### src/rtl/tinker_pkg.sv
// Shared constants and the fetch queue entry layout.
// Used by tinker_fetch_buffer (optional TINKER_FETCH_BYPASS_EN feature).
package tinker_pkg;

    localparam logic [63:0] TINKER_RESET_PC  = 64'h2000;
    localparam int          TINKER_INST_STEP = 4;
    localparam int          TINKER_PC_W      = 64;
    localparam int          TINKER_INST_W    = 32;

    typedef struct packed {
        logic [TINKER_PC_W-1:0]   pc;
        logic [TINKER_INST_W-1:0] inst;
    } fetch_entry_t;

endpackage

### src/rtl/tinker_fetch_ram.sv
// Simple dual-port storage: one synchronous write, one async read.
// The array is not reset; validity is tracked by the owner's pointers.
module tinker_fetch_ram #(
    parameter int DEPTH = 4,
    parameter int WIDTH = 96
) (
    input  logic                     clk,
    input  logic                     i_we,
    input  logic [$clog2(DEPTH)-1:0] i_waddr,
    input  logic [WIDTH-1:0]         i_wdata,
    input  logic [$clog2(DEPTH)-1:0] i_raddr,
    output logic [WIDTH-1:0]         o_rdata
);

    logic [WIDTH-1:0] r_mem [DEPTH];

    // Write port
    always_ff @(posedge clk) begin
        if (i_we) begin
            r_mem[i_waddr] <= i_wdata;
        end
    end

    assign o_rdata = r_mem[i_raddr];

endmodule

### src/rtl/tinker_fetch_buffer.sv
// Instruction fetch queue with redirect flush and in-flight response discard.
// Define TINKER_FETCH_BYPASS_EN to forward a response straight to out_* when empty.
module tinker_fetch_buffer
    import tinker_pkg::*;
#(
    parameter int          DEPTH    = 4,
    parameter int          ADDR_W   = 64,
    parameter int          INST_W   = 32,
    parameter logic [63:0] RESET_PC = TINKER_RESET_PC,
    parameter int          STEP     = TINKER_INST_STEP
) (
    input  logic              clk,
    input  logic              reset,
    output logic              req_valid,
    output logic [ADDR_W-1:0] req_addr,
    input  logic              req_ready,
    input  logic              resp_valid,
    input  logic [INST_W-1:0] resp_inst,
    output logic              out_valid,
    input  logic              out_ready,
    output logic [INST_W-1:0] out_inst,
    output logic [ADDR_W-1:0] out_pc,
    input  logic              redirect_valid,
    input  logic [ADDR_W-1:0] redirect_pc
);

    localparam int PTR_W = $clog2(DEPTH);
    localparam int CNT_W = PTR_W + 1;
    localparam int ENT_W = ADDR_W + INST_W;

    logic [ADDR_W-1:0] r_fetch_pc;
    logic [CNT_W-1:0]  r_count;
    logic [CNT_W-1:0]  r_outst;
    logic [CNT_W-1:0]  r_discard;
    logic [PTR_W-1:0]  r_wptr;
    logic [PTR_W-1:0]  r_rptr;
    logic [PTR_W-1:0]  r_pc_wptr;
    logic [PTR_W-1:0]  r_pc_rptr;

    logic [CNT_W:0]    w_sum;
    logic              w_req_valid;
    logic              w_fire;
    logic              w_keep;
    logic              w_byp;
    logic              w_out_valid;
    logic              w_pop;
    logic              w_wr;
    logic              w_rd;
    logic [ADDR_W-1:0] w_resp_pc;
    logic [ENT_W-1:0]  w_head;
    logic [ADDR_W-1:0] w_head_pc;
    logic [INST_W-1:0] w_head_inst;

    // Credit check: buffered plus in-flight must leave room for one more.
    assign w_sum       = {1'b0, r_count} + {1'b0, r_outst};
    assign w_req_valid = ~reset & ~redirect_valid
                       & (w_sum < (CNT_W+1)'(DEPTH));
    assign w_fire      = w_req_valid & req_ready;

    // Responses for a flushed stream are counted off by r_discard.
    assign w_keep = resp_valid & (r_discard == '0) & ~redirect_valid;

`ifdef TINKER_FETCH_BYPASS_EN
    assign w_byp = w_keep & (r_count == '0);
`else
    assign w_byp = 1'b0;
`endif

    assign w_out_valid = ~reset & ((r_count != '0) | w_byp);
    assign w_pop       = w_out_valid & out_ready & ~redirect_valid;
    assign w_wr        = w_keep & ~(w_byp & w_pop);
    assign w_rd        = w_pop & ~w_byp;

    assign w_head_pc   = w_head[ENT_W-1 -: ADDR_W];
    assign w_head_inst = w_head[INST_W-1:0];

    assign req_valid = w_req_valid;
    assign req_addr  = r_fetch_pc;
    assign out_valid = w_out_valid;
    assign out_pc    = ~w_out_valid ? '0
                     : (w_byp ? w_resp_pc : w_head_pc);
    assign out_inst  = ~w_out_valid ? '0
                     : (w_byp ? resp_inst : w_head_inst);

    // Fetch PC: redirect target, else sequential advance on each fire
    always_ff @(posedge clk or posedge reset) begin
        if (reset) begin
            r_fetch_pc <= ADDR_W'(RESET_PC);
        end else if (redirect_valid) begin
            r_fetch_pc <= redirect_pc;
        end else if (w_fire) begin
            r_fetch_pc <= r_fetch_pc + ADDR_W'(STEP);
        end
    end

    // In-flight request count and stale-response discard counter
    always_ff @(posedge clk or posedge reset) begin
        if (reset) begin
            r_outst   <= '0;
            r_discard <= '0;
        end else begin
            r_outst <= r_outst + CNT_W'(w_fire) - CNT_W'(resp_valid);
            if (redirect_valid) begin
                r_discard <= r_outst - CNT_W'(resp_valid);
            end else if (resp_valid && (r_discard != '0)) begin
                r_discard <= r_discard - CNT_W'(1);
            end
        end
    end

    // Instruction queue occupancy and pointers; redirect flushes it
    always_ff @(posedge clk or posedge reset) begin
        if (reset) begin
            r_count <= '0;
            r_wptr  <= '0;
            r_rptr  <= '0;
        end else if (redirect_valid) begin
            r_count <= '0;
            r_wptr  <= '0;
            r_rptr  <= '0;
        end else begin
            r_count <= r_count + CNT_W'(w_wr) - CNT_W'(w_rd);
            r_wptr  <= r_wptr + PTR_W'(w_wr);
            r_rptr  <= r_rptr + PTR_W'(w_rd);
        end
    end

    // Per-request PC FIFO pointers; survives redirect so stale responses still retire
    always_ff @(posedge clk or posedge reset) begin
        if (reset) begin
            r_pc_wptr <= '0;
            r_pc_rptr <= '0;
        end else begin
            r_pc_wptr <= r_pc_wptr + PTR_W'(w_fire);
            r_pc_rptr <= r_pc_rptr + PTR_W'(resp_valid);
        end
    end

    tinker_fetch_ram #(
        .DEPTH (DEPTH),
        .WIDTH (ADDR_W)
    ) u_pc_fifo (
        .clk     (clk),
        .i_we    (w_fire),
        .i_waddr (r_pc_wptr),
        .i_wdata (r_fetch_pc),
        .i_raddr (r_pc_rptr),
        .o_rdata (w_resp_pc)
    );

    tinker_fetch_ram #(
        .DEPTH (DEPTH),
        .WIDTH (ENT_W)
    ) u_inst_q (
        .clk     (clk),
        .i_we    (w_wr),
        .i_waddr (r_wptr),
        .i_wdata ({w_resp_pc, resp_inst}),
        .i_raddr (r_rptr),
        .o_rdata (w_head)
    );

endmodule
### config.mk
export PLATFORM = sky130hd
export DESIGN_NAME = tinker_fetch_buffer
export DESIGN_NICKNAME = d
export VERILOG_FILES = /design/src/rtl/tinker_pkg.sv /design/src/rtl/tinker_fetch_ram.sv /design/src/rtl/tinker_fetch_buffer.sv
export SDC_FILE = /design/constraint.sdc
export NUM_CORES = 1
export LEC_CHECK = 0
export CAP_MARGIN = 20
export CORE_ASPECT_RATIO = 2
export CORE_UTILIZATION = 33
export CTS_CLUSTER_SIZE = 30
export DETAILED_ROUTE_END_ITERATION = 6
export PLACE_DENSITY = 0.51
export SETUP_SLACK_MARGIN = 0.1
export SKIP_CTS_REPAIR_TIMING = 1
export SLEW_MARGIN = 5
export SYNTH_ARGS = -nofsm -noshare
export SYNTH_HDL_FRONTEND = slang
export SYNTH_SLANG_ARGS = --single-unit
### constraint.sdc
create_clock -name clk -period 14.95 [get_ports clk]
set_input_delay 4.485 -clock clk [delete_from_list [all_inputs] [get_ports clk]]
set_output_delay 4.485 -clock clk [all_outputs]
set_load 0.01 [all_outputs]
==> results summary <==
The number of vias per cell after detailed routing is 5.16. Synthesis produced 1519 cells. Signal routing reaches up to met5. The latest clock arrival within the worst-skew pair is 0.64 ns.

The setup TNS after final layout is 0 ns. In this run, synthesis produced a sequential element count of 721. The worst slew margin relative to its limit is 32.8%.

TritonCTS built the clock tree. The startpoint identified for the worst hold timing path is r_outst[2]. The synthesized area per cell is 18.8 µm². The leftover overflow at the end of global routing is 0. The floorplan step defined a core boundary enclosing 85800 µm².

The number of hold violations in the final report is 0. The first-pass iteration count of the detailed router is 5. The start point of the critical path is reset.

The share of the yosys chip area belonging to registers came out at 74.4%. The max-capacitance violation count came out at 0. The share of the clock period used by the worst path after layout came out at 78.0%. The area added between synthesis and finish is 22.6%. The antenna cell count is 0. The count of buffers added on input and output ports is 263. The number of distinct library cells after synthesis came out at 56. The maximum fanout along the worst path came out at 67. The average wire length per cell after detail routing came out at 24.6 µm.

After detailed routing, the wire length on met1 is 30600 µm. The power density over cell area came out at 147 nW/µm². The largest net degree at the start of global routing is 76. The clock sink total is 721. For this run, the total global-route usage over all layers was measured as 17.3%. The internal portion of total power came out at 3.82 mW. The worst setup path category is in -> out. The via count of the first global-routing pass is 16400.

Buffers inserted during clock tree synthesis total 68. The root cell of the clock tree is clkbuf_16. The detailed route wirelength on metal3 came out at 3300 µm. The cell area after technology mapping came out at 28600 µm². Setup repair after global routing left no endpoint under its margin.

The routed wire length is 74100 µm. In this run, synthesis inferred 640 flip-flops with an integrated enable. The number of levels the H-tree was split into came out at 3. The worst reg2reg path depth is 9. The initial cell density of the core came out at 33.3%. The power share of the combinational group is 15.4%.

The final critical path time including I/O delays and setup came out at 11.66 ns. The clock slew at the register clock pins of the worst setup and hold paths came out at 0.06 ns. The die covers 87800 µm². The standby leakage power came out at 11.3 nW. Summed over all nets, the half-perimeter wirelength after detailed placement is 47400 µm.

The final setup skew came out at 0.0156 ns. The total setup violations reported at the end of the flow is 0. The tightest min-delay check is of the reg -> reg type. Based on the critical path, the design can be clocked at up to 0.0857 GHz.

The fraction of power spent switching nets came out at 25.8%. Of all flip-flops after synthesis, the portion carrying an async set or reset was 11.2%. Yosys printed 0 warnings. The die height came out at 418 µm. No sink is reached through more buffers than the 3 on the longest clock path.

The routed layout has 15600 vias. The required time at the worst-slack endpoint is 10.47 ns. The initial antenna violation count was 4. The synthesized net count came out at 1637. The layout cell share with drive strength beyond 1 came out at 17.4%. The peak ir drop on the vdd network came out at 0.0934 mV. STA classifies the critical path startpoint as an input port. The final routed DRC violation total came out at 0.

The overall die width is 210 µm. The routability congestion estimate from global placement is 0.838. 264 I/O pins were placed.

The routed length on met2 is 37800 µm. In this run the critical register-to-register path is launched from r_count[1]. Summed over all nets, the switching power comes to 1.33 mW. The clock network fraction of total power is 34.5%. The remaining antenna violation count is 0. The transition time at the pin with the least slew margin came out at 1.01 ns. In this run, the number of DRC markers left after iteration 0 of detailed routing was 1067. The flow ran to the end, and the final reports show no timing, DRC or antenna violations. The total number of nets in the final design is 1931. The first-pass GRT wire length came out at 110000 µm. The floorplan has 152 rows. The element type at the critical path end is a primary output. Sequential cells burn 50.1% of the power.

The most frequently used flop master after synthesis is edfxtp_1. The worst hold path stage count is 1. For the worst setup path, the data arrival time is 7.18 ns. The number of pins with negative max-slew slack in the final report came to 0. The design draws 5.15 mW.
## flip-flops by register name, indices dropped and copies added, names as in the netlist
signal / count
r_outst: 3
u_inst_q.r_mem: 384
r_rptr: 2
r_wptr: 2
u_pc_fifo.r_mem: 256
r_pc_wptr: 2
req_addr: 64
r_discard: 3
r_count: 3
r_pc_rptr: 2
## power groups by stage
stage	Clock [mW]	Combinational (mW)	Sequential (mW)
2_1_floorplan	0	0.507	2.55
3_3_place_gp	0	0.788	2.62
3_5_place_dp	0	0.810	2.63
4_1_cts	1.83	0.813	2.59
5_1_grt	1.89	0.862	2.60
6_report	1.78	0.793	2.58
## kinds of logic after synthesis
logic type	count (synthesis)	synth area share, %
xor gates and xnor gates	12	0.368
AOI/OAI and AO/OA	130	3.29
DFF	721	74.4
adders and majority gates	16	0.753
muxes	165	12.8
and+or+nand+nor	381	7.19
buffers and inverters	94	1.24
## critical path: stages
cell             delay [ns]
clkdlybuf4s50_1        0.49
nor2_4                 0.71
buf_4                  0.59
and2_1                 0.22
clkdlybuf4s50_1        0.54
## per-layer routing
metal / vias up / track usage, %
met5: - / 0
met4: 4 / 6.95
met3: 114 / 2.71
met2: 532 / 29.7
met1: 8168 / 21.6
li1: 6760 / -
## path summary, 6_finish.rpt
| path | end | slack (ns) |
|---|---|---|
| min | r_outst[2] | 0.57 |
| max reg2reg | u_pc_fifo.r_mem[2][40] | 10.99 |
| min reg2reg | r_outst[2] | 0.57 |
| min in group asynchronous | r_count[1] | 4.15 |
| max in group asynchronous | req_addr[59] | 9.86 |
| max | out_pc[15] | 3.29 |
## Yosys cell counts, drive strengths merged, types with 21 or more instances
cell    count  area, µm²
edfxtp    640      19200
mux4      160       3600
and2      102        638
nand2      84        315
dfrtp      80       2000
clkbuf     55        208
nand3      47        240
nor2       39        146
o21ai      34        170
nand4      26        163
buf        23       87.6
and3       22        138
o211ai     21        158
## final cells by class
type	instances	area [µm²]
Timing Repair Buffer	302	2960
Inverter	16	61.3
Clock buffer	84	1790
Clock inverter	38	473
Tap cell	1155	1450
Sequential cell	721	21300
Fill cell	7788	50700
Multi-Input combinational cell	704	7040
## through the flow
step                      area (µm²)  hold slack [ns]  utilization [%]  instances  setup slack, ns
after floorplan                28600            0.464                -       1519            0.127
after global placement         32700            0.535             38.1       2893             3.24
after detailed placement       32700            0.556             38.1       2896             3.13
after CTS                      35000            0.565             40.8       3018             3.14
after global routing           35000            0.603             40.8       3020             2.99
final                          35000            0.569             40.8       3020             3.29
## cell usage in the layout, fill, tap and decap left out, drive strengths merged, types with 8 or more instances in the layout
master,instances
and3,22
edfxtp,640
o211ai,21
dfrtp,80
and4,10
mux4,160
ha,14
clkbuf,84
o311ai,13
and2,102
nand3,47
nor2,39
nand2,84
nor3,19
a31oi,10
a22oi,8
clkdlybuf4s50,262
inv,20
a221o,15
o21ai,34
clkinv,22
buf,40
bufinv,8
nand4,26
or3,8
Note: power is estimated with default switching activity, not from simulation.
